File: src/rtl/fifo_wr_arbiter.sv
// Round-robin burst arbiter writing N_REQ requester streams into a single fifo.
// Optional statistics counters are compiled in with macro FIFO_WR_ARB_STATS_EN.
module fifo_wr_arbiter #(
  parameter int unsigned N_REQ     = 4,
  parameter int unsigned DWIDTH    = 4,
  parameter int unsigned MAX_BURST = 4,
  parameter int unsigned CNT_WIDTH = 16
) (
  input  logic                      clk_i,
  input  logic                      arst_n_i,
  input  logic [N_REQ-1:0]          req_valid_i,
  input  logic [N_REQ*DWIDTH-1:0]   req_data_i,
  output logic [N_REQ-1:0]          req_ready_o,
  output logic [N_REQ-1:0]          grant_o,
  output logic [DWIDTH-1:0]         fifo_data_o,
  output logic                      fifo_wrreq_o,
  input  logic                      fifo_full_i,
  output logic                      busy_o
`ifdef FIFO_WR_ARB_STATS_EN
  ,
  output logic [N_REQ*CNT_WIDTH-1:0] stat_word_cnt_o,
  output logic [CNT_WIDTH-1:0]       stat_stall_cnt_o
`endif
);

  localparam int unsigned PW = $clog2(N_REQ);

  if (N_REQ < 2 || N_REQ > 16 || MAX_BURST < 1 || MAX_BURST > 255 || CNT_WIDTH < 1) begin : g_bad_param
    $error("fifo_wr_arbiter: parameter out of range");
  end

  typedef enum logic {IDLE, BURST} state_e;

  state_e            state_q;
  logic [PW-1:0]     owner_q;
  logic [PW-1:0]     rr_ptr_q;
  logic [7:0]        beat_cnt_q;

  logic [PW-1:0]     pick_d;
  logic [PW-1:0]     pick_off;
  logic [PW:0]       pick_sum;
  logic              found;
  logic [N_REQ-1:0]  rot_valid;
  logic [PW-1:0]     rr_next;
  logic [DWIDTH-1:0] word [N_REQ];
  logic              busy;
  logic              owner_valid;
  logic              xfer;

  // Rotate so rr_ptr sits at bit 0, take the lowest set bit, then un-rotate.
  always_comb begin
    rot_valid = N_REQ'({req_valid_i, req_valid_i} >> rr_ptr_q);
    pick_off  = '0;
    found     = 1'b0;
    for (int unsigned i = 0; i < N_REQ; i++) begin
      if (!found && rot_valid[i]) begin
        pick_off = PW'(i);
        found    = 1'b1;
      end
    end
    pick_sum = {1'b0, rr_ptr_q} + {1'b0, pick_off};
    if (pick_sum >= (PW+1)'(N_REQ)) pick_sum = pick_sum - (PW+1)'(N_REQ);
    pick_d = pick_sum[PW-1:0];
  end

  always_comb begin
    for (int unsigned k = 0; k < N_REQ; k++) word[k] = req_data_i[k*DWIDTH +: DWIDTH];
  end

  assign rr_next     = (owner_q == PW'(N_REQ-1)) ? '0 : owner_q + 1'b1;
  assign busy        = (state_q == BURST);
  assign owner_valid = req_valid_i[owner_q];
  assign xfer        = busy && owner_valid && !fifo_full_i;

  always_comb begin
    grant_o     = '0;
    req_ready_o = '0;
    fifo_data_o = '0;
    if (busy) begin
      grant_o[owner_q]     = 1'b1;
      req_ready_o[owner_q] = !fifo_full_i;
      fifo_data_o          = word[owner_q];
    end
  end

  assign fifo_wrreq_o = xfer;
  assign busy_o       = busy;

  always_ff @(posedge clk_i or negedge arst_n_i) begin
    if (!arst_n_i) begin
      state_q    <= IDLE;
      owner_q    <= '0;
      rr_ptr_q   <= '0;
      beat_cnt_q <= '0;
    end else begin
      case (state_q)
        IDLE: begin
          if (|req_valid_i) begin
            owner_q    <= pick_d;
            beat_cnt_q <= '0;
            state_q    <= BURST;
          end
        end
        BURST: begin
          // A dropped valid ends the burst even while the fifo is full.
          if (!owner_valid) begin
            state_q  <= IDLE;
            rr_ptr_q <= rr_next;
          end else if (!fifo_full_i) begin
            beat_cnt_q <= beat_cnt_q + 1'b1;
            if (beat_cnt_q == 8'(MAX_BURST-1)) begin
              state_q  <= IDLE;
              rr_ptr_q <= rr_next;
            end
          end
        end
        default: state_q <= IDLE;
      endcase
    end
  end

`ifdef FIFO_WR_ARB_STATS_EN
  logic [CNT_WIDTH-1:0] wcnt_q [N_REQ];
  logic [CNT_WIDTH-1:0] stall_q;

  always_ff @(posedge clk_i or negedge arst_n_i) begin
    if (!arst_n_i) begin
      for (int unsigned k = 0; k < N_REQ; k++) wcnt_q[k] <= '0;
      stall_q <= '0;
    end else begin
      if (xfer && (wcnt_q[owner_q] != '1)) wcnt_q[owner_q] <= wcnt_q[owner_q] + 1'b1;
      if (busy && owner_valid && fifo_full_i && (stall_q != '1)) stall_q <= stall_q + 1'b1;
    end
  end

  always_comb begin
    stat_word_cnt_o = '0;
    for (int unsigned k = 0; k < N_REQ; k++) stat_word_cnt_o[k*CNT_WIDTH +: CNT_WIDTH] = wcnt_q[k];
  end
  assign stat_stall_cnt_o = stall_q;
`endif

endmodule

File: config.mk
export PLATFORM = sky130hd
export DESIGN_NAME = fifo_wr_arbiter
export DESIGN_NICKNAME = d
export VERILOG_FILES = /design/src/rtl/fifo_wr_arbiter.sv
export SDC_FILE = /design/constraint.sdc
export NUM_CORES = 1
export LEC_CHECK = 0
export BUFFER_PORTS_ARGS = -buffer_cell sky130_fd_sc_hd__buf_2
export CAP_MARGIN = 20
export CORE_MARGIN = 2
export CORE_UTILIZATION = 24
export DETAILED_ROUTE_END_ITERATION = 8
export PLACE_DENSITY = 0.44
export RECOVER_POWER = 50
export SYNTH_ARGS = -nofsm -noshare
export SYNTH_HDL_FRONTEND = slang
export SYNTH_SLANG_ARGS = --single-unit
File: constraint.sdc
create_clock -name clk_i -period 2.95 [get_ports clk_i]
set_input_delay 0.4425 -clock clk_i [delete_from_list [all_inputs] [get_ports clk_i]]
set_output_delay 0.4425 -clock clk_i [all_outputs]
set_load 0.02 [all_outputs]
Word level (Yosys, flattened, before mapping). Index checks and enable logic that the tools add are counted.

Bits in registers: 13. Logic and storage cells: 67.

$add $sub $neg: 4. $lt $le $gt $ge: 4. Eq/ne operators: 7. Shifts and indexed selects: 1. Muxes and demuxes: 30. Bitwise operators: 3. Reductions and logical operators: 14.

Operators by type and width (count): 8-bit 2-to-1 mux (3); 4-bit 2-to-1 mux (5); 8-bit case mux with 2 select lines (1); 2-bit 2-to-1 mux (7); 1-bit 2-to-1 mux (10); 8-bit by 1-bit adder with 8-bit output (second input constant) (1); 4-bit binary-select mux with 2-bit select (1); 8-bit by 2-bit == test with 1-bit output (second input constant) (1); 8-bit by 2-bit >> shifter with 4-bit output (1); 3-bit >= comparator (second input constant) (2); 1-bit logical AND (6); 2-bit != test (second input constant) (3); 3-bit AND reduction (2); 4-bit bitwise AND (1); 1-bit zero test (4); 2-bit by 1-bit != test with 1-bit output (second input constant) (2); 4-bit OR reduction (1); 2-bit by 2-bit adder with 3-bit output (1); 2-bit by 3-bit less-than comparator with 1-bit output (second input constant) (1); 2-bit NOT with 3-bit output (1); 2-bit by 1-bit adder with 2-bit output (second input constant) (1); 1-bit binary-select mux with 2-bit select (1); 1-bit demux with 2-bit select (1); 2-bit == test (second input constant) (1); 5 further kinds (5).

Longest topological paths before layout. Gate-level depths: netlist of run 1.

Depth in word-level cells: 14. Mapped depth: 9. Mapped depth without buffers: 8.

Least setup slack after synthesis of run 1. No wires, ideal clock.

Kind: input to register. From: input req_valid_i[0]. To: register owner_q[1]. Setup time: 124 ps. Arrival: 1906 ps. Slack: 920 ps. Cell stages on the path: 8. Path buffers: 1. Cell sequence: buf_2 o21a_1 a221oi_1 o21ai_0 ha_1 xor2_1 and4_1 a211o_1.

Longest elaborated chain between the ends: 14. Elaborated cells on any way between the ends: 19. Classes of those cells: 2 x add/sub; 1 x order compare; 1 x shift; 7 x mux; 8 x reduce/logical.

Ends and longest elaborated chain: start: declaration (RTL line 11) `input logic [N_REQ-1:0] req_valid_i,`; 8-bit by 2-bit >> shifter with 4-bit output (RTL line 52) `rot_valid = N_REQ'({req_valid_i, req_valid_i} >> rr_ptr_q);`; 1-bit 2-to-1 mux (RTL line 56) `if (!found && rot_valid[i]) begin`; 1-bit zero test (RTL line 56); 1-bit logical AND (RTL line 56); 1-bit 2-to-1 mux (RTL line 56); 1-bit zero test (RTL line 56); 1-bit logical AND (RTL line 56); 1-bit 2-to-1 mux (RTL line 56); 1-bit zero test (RTL line 56); 1-bit logical AND (RTL line 56); 2-bit 2-to-1 mux (RTL line 56); 2-bit by 2-bit adder with 3-bit output (RTL line 61) `pick_sum = {1'b0, rr_ptr_q} + {1'b0, pick_off};`; 3-bit >= comparator or 2-bit by 1-bit subtractor with 2-bit output (tied branches) (RTL line 62) `if (pick_sum >= (PW+1)'(N_REQ)) pick_sum = pick_sum - (PW+1)'(N_REQ);`; 2-bit 2-to-1 mux (RTL line 62); end signal: assignment (RTL line 99) `owner_q <= pick_d;`; end: declaration (RTL line 35) `logic [PW-1:0] owner_q;`.

Parallel ways exist; a longest one is shown, timed or not. A chain may end at the register's enable or synchronous reset.

Worst setup path after layout of run 1.
From: register owner_q[0]. To: output fifo_wrreq_o.

Longest elaborated chain between the ends: 4.

Ends and longest elaborated chain: 1-bit binary-select mux with 2-bit select (RTL line 72) `assign owner_valid = req_valid_i[owner_q];`; 1-bit 2-to-1 mux (implied by the code) (RTL line 72); 1-bit logical AND (2 in series) (RTL line 73) `assign xfer = busy && owner_valid && !fifo_full_i;`; end: declaration (RTL line 16) `output logic fifo_wrreq_o,`.

No other way between the ends. The select of a mux whose other input is x is not followed.

==> flow_metrics.py, run 1 <==
metrics = {
    "placement": {
        "placed_cell_area_mm2": 0.00128,
        "dpl.hpwl_um": 2000,
        "place.port_buffers": 36,
        "place_congestion": 0.726,
        "dp_cells": 194,
    },
    "critical_path": {
        "critPathKind": "reg2out",
        "cp_max_fo": 9,
        "cp-start-kind": "register",
        "slowest_delay_ns": 0.61,
        "endpoint_kind": "primary output",
        "worst_r2r_path_depth": 8,
        "crit_required_ns": 2.51,
        "crit_slowest_cell": "mux4_2",
        "crit_arrival_ns": 1.92,
        "path_cells": "mux4_2 > and2_0 > buf_2",
    },
    "synth": {
        "syn_area_mm2": 0.00108,
        "ys_top_cells_by_count": "dfrtp_1 (13), nand2_1 (13), and2_1 (12)",
        "yosysWarningCount": 0,
        "syn_nets": 143,
        "synthCells": 114,
        "synth_edf_count": 0,
        "syn_area_per_cell_um2": 9.52,
        "synthFlopType": "dfrtp_1",
        "synth_top_area_cell": "dfrtp_1",
        "synthDistinctLibCells": 44,
        "ys_top_cells_by_area": "dfrtp_1 (30%), and2_1 (6.9%), ha_1 (6.9%), mux4_2 (6.2%), mux4_1 (4.8%)",
        "async_reset_ff_frac": 1.00,
        "yosysSeqAreaShare": 0.300,
        "synth-seq-cells": 13,
        "synth.top_cell.area_share": 0.300,
    },
    "layout": {
        "final_area_mm2": 0.00132,
        "final_nets": 176,
        "finalNonFillerCells": 198,
        "n_antenna_cell": 0,
        "regArea_um2": 325,
        "areaGrowthSynthToFinish_pct": 21.6,
        "multiInputGateArea_um2": 691,
        "drive_gt1_frac": 0.301,
        "nFillCells": 455,
    },
    "route": {
        "drc": 0,
        "drtPass1Iterations": 4,
        "routed_wl_um": 2490,
        "wire_per_inst_um": 12.6,
        "drtIter0Drc": 33,
        "via_per_inst": 4.85,
        "vias": 961,
        "ant_nets": 0,
    },
    "global_route": {
        "track_usage": 0.106,
        "grt_max_degree": 15,
        "met2_usage": 0.181,
        "grt_pass1_vias": 952,
        "antenna_found_initial": 0,
        "grt.busiest_layer": "met2",
        "grt.overflow.total": 0,
        "grt.met3_usage": 0.0211,
        "grt_pass1_wl_um": 4420,
        "met1_usage": 0.136,
    },
    "run": {
        "drv_cap": 0,
    },
    "clock_tree": {
        "cts_resized": 0,
        "path_clk_slew_ns": 0.05,
        "htreeDepth": 1,
        "cts_tree": "yes",
        "clock_sinks": 13,
        "root_buffer": "clkbuf_8",
        "post_cts_buffers": 0,
        "cts_hold_buffers": 0,
        "clk_path_buf_depth": 2,
        "cts_buffers": 3,
        "insertion_delay_ns": 0.24,
    },
    "die": {
        "initial_core_util": 0.249,
        "die-area_mm2": 0.00507,
        "fp.dieW_um": 71.2,
        "core_area_mm2": 0.00435,
        "num_rows": 24,
        "pin_count": 37,
        "die_y_um": 71.2,
    },
    "worst_hold_path": {
        "hold_path_class": "in2async",
    },
    "power": {
        "vdd_drop_max_mv": 0.231,
        "power.density_mw_per_mm2": 801,
        "p_leak_nw": 0.621,
        "p_total_mw": 1.06,
    },
    "sta": {
        "min_period_over_period": 0.800,
        "slew_headroom": 0.519,
        "finalSetupViolations": 0,
        "fin_worst_skew_ns": 0.000661,
        "tns_ns": 0,
        "slew_violations": 0,
        "rsz0062_at_grt": "false",
        "max_freq_mhz": 424,
        "worstMarginPinSlew_ns": 0.722,
        "hold_viol_final": 0,
        "fin_crit_ns": 2.36,
    },
    "run_status": {
        "status": "finished, final reports clean",
    },
}
==> state kept, by name, indices dropped and copies added (netlist names) <==
signal / cells
beat_cnt_q: 8
owner_q: 2
busy_o: 1
rr_ptr_q: 2
==> area by class of cell <==
cell class / count / share of cell area
clock buffer: 4 / 0.0342
inverter: 4 / 0.0114
multi-input combinational: 89 / 0.524
sequential: 13 / 0.247
tap: 52 / 0.0493
timing repair buffer: 36 / 0.135
==> placed cells by master, fill, tap and decap left out, types with 2 or more instances in the layout <==
cell and n:
nor2b_1 3, or3_1 2, xor2_1 2, o21ai_0 5, and2_1 11, clkbuf_1 3, mux2_1 2, a21oi_1 2
clkbuf_8 3, or2_2 2, nand2_1 13, ha_1 6, buf_2 34, nand4_1 2, nor2_1 5, and4_1 2
inv_1 4, mux4_2 3, dfrtp_1 13, nor4_1 3, mux4_1 2, mux2i_1 3
==> metrics by stage <==
stage	setup slack, ns	util	hold slack, ns
floorplan	0.920	-	0.147
detailed placement	0.803	0.294	0.353
global placement	0.836	0.294	0.345
global route	0.469	0.303	0.314
CTS	0.612	0.305	0.0956
finish	0.590	0.303	0.234
==> power breakdown <==
group / switching (mW) / internal [mW]
Clock: 0.0598 / 0.0952
Combinational: 0.296 / 0.272
Sequential: 0.108 / 0.226
==> worst max-delay path: cells and delay by family (launching register included) <==
kind / cells / cell delay (ns)
mux: 1 / 0.61
simple gates: 1 / 0.28
flops: 1 / 0.58
buf+inv: 1 / 0.20
==> path summary, 6_finish.rpt <==
| path | from | end | slack [ns] |
|---|---|---|---|
| setup / recovery | owner_q[0]$_DFFE_PN0P_ | fifo_wrreq_o | 0.59 |
| hold / removal | arst_n_i | beat_cnt_q[2]$_DFFE_PN0P_ | 0.23 |
| setup reg to reg | rr_ptr_q[0]$_DFFE_PN0P_ | owner_q[1]$_DFFE_PN0P_ | 0.95 |
| hold reg to reg | beat_cnt_q[0]$_DFFE_PN0P_ | beat_cnt_q[0]$_DFFE_PN0P_ | 0.50 |
| max in group asynchronous | arst_n_i | beat_cnt_q[1]$_DFFE_PN0P_ | 2.26 |
| min in group clk_i | beat_cnt_q[0]$_DFFE_PN0P_ | beat_cnt_q[0]$_DFFE_PN0P_ | 0.50 |
==> logic make-up after synthesis <==
logic type,after synthesis,synth area share
buffers and inverters,12,0.0588
AO/OA/AOI/OAI,20,0.129
AND/OR/NAND/NOR,50,0.257
XOR/XNOR,2,0.0162
multiplexers,11,0.170
adder cells (fa/ha/maj),6,0.0692
flip-flops,13,0.300
==> per-layer routing <==
metal	wire length, µm	vias to the layer above
li1	-	484
met1	1140	460
met2	1250	15
met3	85	2
met4	15	0
met5	0	-
No activity file was read; power rests on OpenSTA's default activity.
==> run 2: changes to the inputs <==
Settings changed: ABC_AREA set to 1.
Clock period 2.95 ns to 2.45 ns, I/O delays scaled along.
==> run 2 against run 1 <==
Routed wire length grew 23%. Sequential share of layout area shrank 2.0 points. Worst hold slack lost 0.080 ns. Clock skew grew 0.0023 ns. Via count grew 28%. Clock power grew 25%. Sequential power grew 18%. Synthesized cell count grew 63%. Critical path depth grew 5. Cell area grew 9.0%. Critical path type unchanged. Largest power group unchanged. Highest routed layer unchanged.
==> flow_metrics.py, run 2 <==
metrics = {
    "clock_tree": {
        "cts_resized": 0,
        "cts_hold_buffers": 0,
        "cts_tree": "yes",
        "path_clk_slew_ns": 0.06,
        "clk_path_buf_depth": 2,
        "insertion_delay_ns": 0.24,
        "root_buffer": "clkbuf_8",
        "post_cts_buffers": 0,
        "clock_sinks": 13,
        "cts_buffers": 3,
        "htreeDepth": 1,
    },
    "die": {
        "die-area_mm2": 0.00545,
        "num_rows": 25,
        "initial_core_util": 0.248,
        "die_y_um": 73.9,
        "core_area_mm2": 0.00472,
        "pin_count": 37,
        "fp.dieW_um": 73.9,
    },
    "synth": {
        "synth_edf_count": 0,
        "async_reset_ff_frac": 1.00,
        "post-synth-top-count-cell": "nand2_1",
        "synthCells": 186,
        "syn_area_per_cell_um2": 6.30,
        "ys_top_cells_by_count": "nand2_1 (56), nor2_1 (31), inv_1 (20)",
        "synthDistinctLibCells": 25,
        "syn_nets": 215,
        "synthFlopType": "dfrtp_1",
        "syn_area_mm2": 0.00117,
        "yosysSeqAreaShare": 0.278,
        "synth.top_cell.area_share": 0.278,
        "synth-seq-cells": 13,
        "synth_top_area_cell": "dfrtp_1",
        "yosysWarningCount": 0,
        "ys_top_cells_by_area": "dfrtp_1 (28%), nand2_1 (18%), nor2_1 (9.9%), nand3_1 (6.8%), ha_1 (6.4%)",
    },
    "critical_path": {
        "critPathKind": "reg2out",
        "cp-start-kind": "register",
        "crit_required_ns": 2.08,
        "crit_arrival_ns": 1.79,
        "cp_max_fo": 14,
        "endpoint_kind": "primary output",
        "r2r_slack_ns": 0.56,
    },
    "sta": {
        "finalSetupViolations": 0,
        "rsz0062_at_grt": "false",
        "hold_viol_final": 0,
        "min_period_over_period": 0.882,
        "fin_worst_skew_ns": 0.00294,
        "worstMarginPinSlew_ns": 0.724,
        "fin_hold_ws_ns": 0.154,
        "max_freq_mhz": 463,
        "slew_violations": 0,
        "tns_ns": 0,
        "fin_crit_ns": 2.16,
        "slew_headroom": 0.518,
    },
    "route": {
        "wire_per_inst_um": 10.6,
        "routed_wl_um": 3060,
        "drc": 0,
        "vias": 1229,
        "via_per_inst": 4.25,
        "drtPass1Iterations": 4,
        "ant_nets": 0,
        "drtIter0Drc": 43,
    },
    "global_route": {
        "grt_pass1_wl_um": 5130,
        "track_usage": 0.120,
        "grt.overflow.total": 0,
        "antenna_found_initial": 0,
        "grt_pass1_vias": 1169,
        "grt_max_degree": 15,
    },
    "layout": {
        "reg_top3": "beat_cnt_q: 8 flops, owner_q: 2 flops, rr_ptr_q: 2 flops",
        "largest_reg_flops": 8,
        "mostFrequentLayoutCell": "nand2_1",
        "final_cell_mix": "nand2_1 (58), buf_2 (35), nor2_1 (31), inv_1 (20), nand3_1 (16)",
        "areaGrowthSynthToFinish_pct": 22.8,
        "final_nets": 252,
        "top_register": "beat_cnt_q",
        "nFillCells": 533,
        "drive_gt1_frac": 0.216,
        "n_antenna_cell": 0,
    },
    "worst_hold_path": {
        "hold_path_class": "in2async",
    },
    "placement": {
        "dpl.hpwl_um": 2380,
        "place_congestion": 0.774,
        "place.port_buffers": 36,
    },
    "power": {
        "p_total_mw": 1.56,
        "power.density_mw_per_mm2": 1080,
        "p_leak_nw": 0.795,
        "vdd_drop_max_mv": 0.303,
    },
    "run_status": {
        "status": "finished, final reports clean",
    },
    "run": {
        "drv_cap": 0,
    },
}
run 2: cell count changes in the layout (fill, tap and decap cells not counted), sizes merged, moves of 3 or more:
cell	before	now
nand3	1	16
nand2	13	59
mux2	3	0
o21ai	5	16
mux2i	3	0
mux4	5	0
nor2b	3	0
nor2	5	31
and2	12	0
inv	4	23
a21oi	2	5
run 2: final timing paths:
kind / from / endpoint / cells past startpoint
setup / recovery: owner_q[0]$_DFFE_PN0P_ / fifo_wrreq_o / 8
hold / removal: arst_n_i / beat_cnt_q[0]$_DFFE_PN0P_ / 1
setup reg to reg: owner_q[0]$_DFFE_PN0P_ / beat_cnt_q[0]$_DFFE_PN0P_ / 10
hold reg to reg: beat_cnt_q[1]$_DFFE_PN0P_ / beat_cnt_q[1]$_DFFE_PN0P_ / 2
max in group asynchronous: arst_n_i / beat_cnt_q[6]$_DFFE_PN0P_ / 1
min in group clk_i: fifo_full_i / beat_cnt_q[0]$_DFFE_PN0P_ / 4
run 2: cell type report:
class	instances	area (µm²)	share of cell area
Clock buffer	4	45.0	0.0313
Inverter	23	91.3	0.0635
Multi-Input combinational cell	145	709	0.493
Sequential cell	13	325	0.226
Tap cell	67	83.8	0.0583
Timing Repair Buffer	37	183	0.127
run 2: logic make-up after synthesis:
| logic type | after synthesis | synth area share |
|---|---|---|
| and+or+nand+nor | 112 | 0.404 |
| buffers and inverters | 28 | 0.108 |
| AOI/OAI and AO/OA | 22 | 0.109 |
| DFF | 13 | 0.278 |
| adders and majority gates | 6 | 0.0641 |
| xor gates and xnor gates | 5 | 0.0374 |
run 2: per-layer routing:
metal,routed length [µm],part of all wire,GRT usage,vias up
li1,-,-,-,655
met1,1520,0.50,0.161,542
met2,1360,0.44,0.196,30
met3,168,0.055,0.0316,2
met4,16,0.0052,0.0182,0
met5,0,0,0,-
run 2: where the power goes:
group | leakage [nW] | switching [mW] | internal (mW)
combinational | 0.601 | 0.642 | 0.328
sequential | 0.171 | 0.118 | 0.276
clock | 0.0228 | 0.0777 | 0.115
run 2: per-stage QoR:
| step | std cells | setup WS (ns) | utilization | area, µm² |
|---|---|---|---|---|
| floorplan | 186 | 0.803 | - | 1170 |
| global placement | 285 | 0.609 | 0.298 | 1410 |
| detailed placement | 285 | 0.570 | 0.298 | 1410 |
| CTS | 289 | 0.293 | 0.308 | 1450 |
| global route | 289 | 0.140 | 0.304 | 1440 |
| finish | 289 | 0.289 | 0.304 | 1440 |
run 2: critical path, stage by stage (launching register included):
cell and delay (ns):
dfrtp_1 0.63, inv_1 0.30, nand2_1 0.12, nand2_1 0.06
nand2_2 0.06, o21ai_2 0.06, nand2_1 0.10, inv_1 0.06
buf_2 0.15
==> run 3: changes to the inputs <==
--- a/constraint.sdc
+++ b/constraint.sdc
@@ -3,2 +3,2 @@
 set_output_delay 0.3675 -clock clk_i [all_outputs]
-set_load 0.02 [all_outputs]
+set_load 0.005 [all_outputs]
==> run 3 against run 2 <==
Sequential cell count unchanged. Sequential share of layout area unchanged. Sequential power decreased by 1%. Core utilization unchanged. First-iteration DRC count decreased by 4.7%. Fmax increased by 8.8%. Highest routed layer unchanged. Critical path depth increased by 2. Routed wire length decreased by 1.9%. Total power decreased by 7.3%.
==> flow_metrics.py, run 3 (synthesis gave the netlist of run 2 again) <==
metrics = {
    "clock_tree": {
        "clock_sinks": 13,
        "cts_resized": 0,
        "root_buffer": "clkbuf_8",
        "path_clk_slew_ns": 0.06,
        "insertion_delay_ns": 0.24,
        "cts_buffers": 3,
        "htreeDepth": 1,
        "clk_path_buf_depth": 2,
        "cts_hold_buffers": 0,
        "cts_tree": "yes",
        "post_cts_buffers": 0,
    },
    "critical_path": {
        "crit_family": "simple AND/OR/NAND/NOR gates",
        "crit_arrival_ns": 2.11,
        "path_cells": "inv_1 > nand2_1 > nand2_1 > nand2_2 > o21ai_2 > nand2_1 > nand2_1 > clkinvlp_2 > nand2_1 > o21ai_2",
        "crit_cells": 10,
        "crit_slowest_cell": "dfrtp_1",
        "endpoint_kind": "register",
        "slowest_delay_ns": 0.37,
        "cp_max_fo": 13,
        "critPathKind": "reg2reg",
        "crit_required_ns": 2.57,
        "crit_buf_inv": 2,
        "worst_r2r_path_depth": 10,
        "cp-start-kind": "register",
        "path_common_cell": "nand2_1",
    },
    "die": {
        "num_rows": 25,
        "die-area_mm2": 0.00545,
        "pin_count": 37,
        "fp.dieW_um": 73.9,
        "initial_core_util": 0.248,
        "core_area_mm2": 0.00472,
        "die_y_um": 73.9,
    },
    "global_route": {
        "grt_max_degree": 14,
        "grt_pass1_vias": 1135,
        "grt_pass1_wl_um": 4910,
        "track_usage": 0.114,
        "grt.overflow.total": 0,
        "antenna_found_initial": 0,
    },
    "sta": {
        "rsz0062_at_grt": "false",
        "slew_headroom": 0.517,
        "min_period_over_period": 0.811,
        "finalSetupViolations": 0,
        "slew_violations": 0,
        "fin_crit_ns": 1.99,
        "tns_ns": 0,
        "fin_worst_skew_ns": 0.00456,
        "hold_viol_final": 0,
        "max_freq_mhz": 504,
        "worstMarginPinSlew_ns": 0.725,
    },
    "power": {
        "vdd_drop_max_mv": 0.352,
        "p_leak_nw": 0.795,
        "power.density_mw_per_mm2": 1000,
        "p_total_mw": 1.44,
    },
    "placement": {
        "dpl.hpwl_um": 2340,
        "place.port_buffers": 36,
        "place_congestion": 0.809,
    },
    "route": {
        "drtIter0Drc": 41,
        "ant_nets": 0,
        "routed_wl_um": 3000,
        "drc": 0,
        "wire_per_inst_um": 10.4,
        "drtPass1Iterations": 4,
        "via_per_inst": 4.27,
        "vias": 1235,
    },
    "run_status": {
        "status": "finished, final reports clean",
    },
    "layout": {
        "final_cell_mix": "nand2_1 (58), buf_2 (35), nor2_1 (31), inv_1 (20), nand3_1 (16)",
        "n_antenna_cell": 0,
        "reg_top3": "beat_cnt_q: 8 flops, owner_q: 2 flops, rr_ptr_q: 2 flops",
        "final_nets": 252,
        "areaGrowthSynthToFinish_pct": 22.8,
        "drive_gt1_frac": 0.221,
        "largest_reg_flops": 8,
        "mostFrequentLayoutCell": "nand2_1",
        "top_register": "beat_cnt_q",
    },
    "run": {
        "drv_cap": 0,
    },
    "worst_hold_path": {
        "hold_path_class": "in2async",
    },
}
run 3: cell count changes in the layout (fill, tap and decap cells not counted), sizes merged:
cell,before,now
clkbuf,6,5
clkinvlp,0,1
inv,23,22
buf,35,36
run 3: final cells by class:
| class | instances | area (µm²) |
|---|---|---|
| fill | 546 | 3290 |
| clock buffer | 4 | 45.0 |
| tap | 67 | 83.8 |
| multi-input combinational | 145 | 709 |
| timing repair buffer | 37 | 186 |
| inverter | 23 | 87.6 |
| sequential | 13 | 325 |
run 3: worst register-to-register path, cell delays in order, from the launching register on:
cell        delay [ns]
dfrtp_1           0.37
inv_1             0.29
nand2_1           0.09
nand2_1           0.08
nand2_2           0.05
o21ai_2           0.07
nand2_1           0.12
nand2_1           0.20
clkinvlp_2        0.35
nand2_1           0.17
o21ai_2           0.06
run 3: where the power goes:
group | switching, mW | internal (mW)
registers | 0.112 | 0.276
logic | 0.532 | 0.327
clock network | 0.0796 | 0.115
run 3: per-layer routing:
| layer | vias up | part of all wire | wire [µm] | global-route usage |
|---|---|---|---|---|
| met4 | 0 | 0.0067 | 20 | 0.0242 |
| met2 | 22 | 0.47 | 1410 | 0.199 |
| li1 | 656 | - | - | - |
| met1 | 555 | 0.48 | 1440 | 0.143 |
| met5 | - | 0 | 0 | 0 |
| met3 | 2 | 0.043 | 130 | 0.0247 |
run 3: final timing paths:
| path | startpoint | to | slack (ns) |
|---|---|---|---|
| setup / recovery | owner_q[0]$_DFFE_PN0P_ | beat_cnt_q[7]$_DFFE_PN0P_ | 0.46 |
| hold / removal | arst_n_i | beat_cnt_q[4]$_DFFE_PN0P_ | 0.15 |
| setup reg to reg | owner_q[0]$_DFFE_PN0P_ | beat_cnt_q[7]$_DFFE_PN0P_ | 0.46 |
| hold reg to reg | beat_cnt_q[1]$_DFFE_PN0P_ | beat_cnt_q[1]$_DFFE_PN0P_ | 0.55 |
| max in group asynchronous | arst_n_i | beat_cnt_q[6]$_DFFE_PN0P_ | 1.84 |
| min in group clk_i | fifo_full_i | beat_cnt_q[0]$_DFFE_PN0P_ | 0.51 |
run 3: per-stage QoR:
step           cells  setup slack, ns  area, µm²  hold WS, ns   util
3_3_place_gp     285            0.744       1410        0.283  0.298
3_5_place_dp     285            0.756       1410        0.282  0.298
6_report         289            0.464       1440        0.153  0.304
2_1_floorplan    186            0.925       1170       0.0719      -
4_1_cts          289            0.482       1450       0.0121  0.308
5_1_grt          289            0.238       1440        0.228  0.304
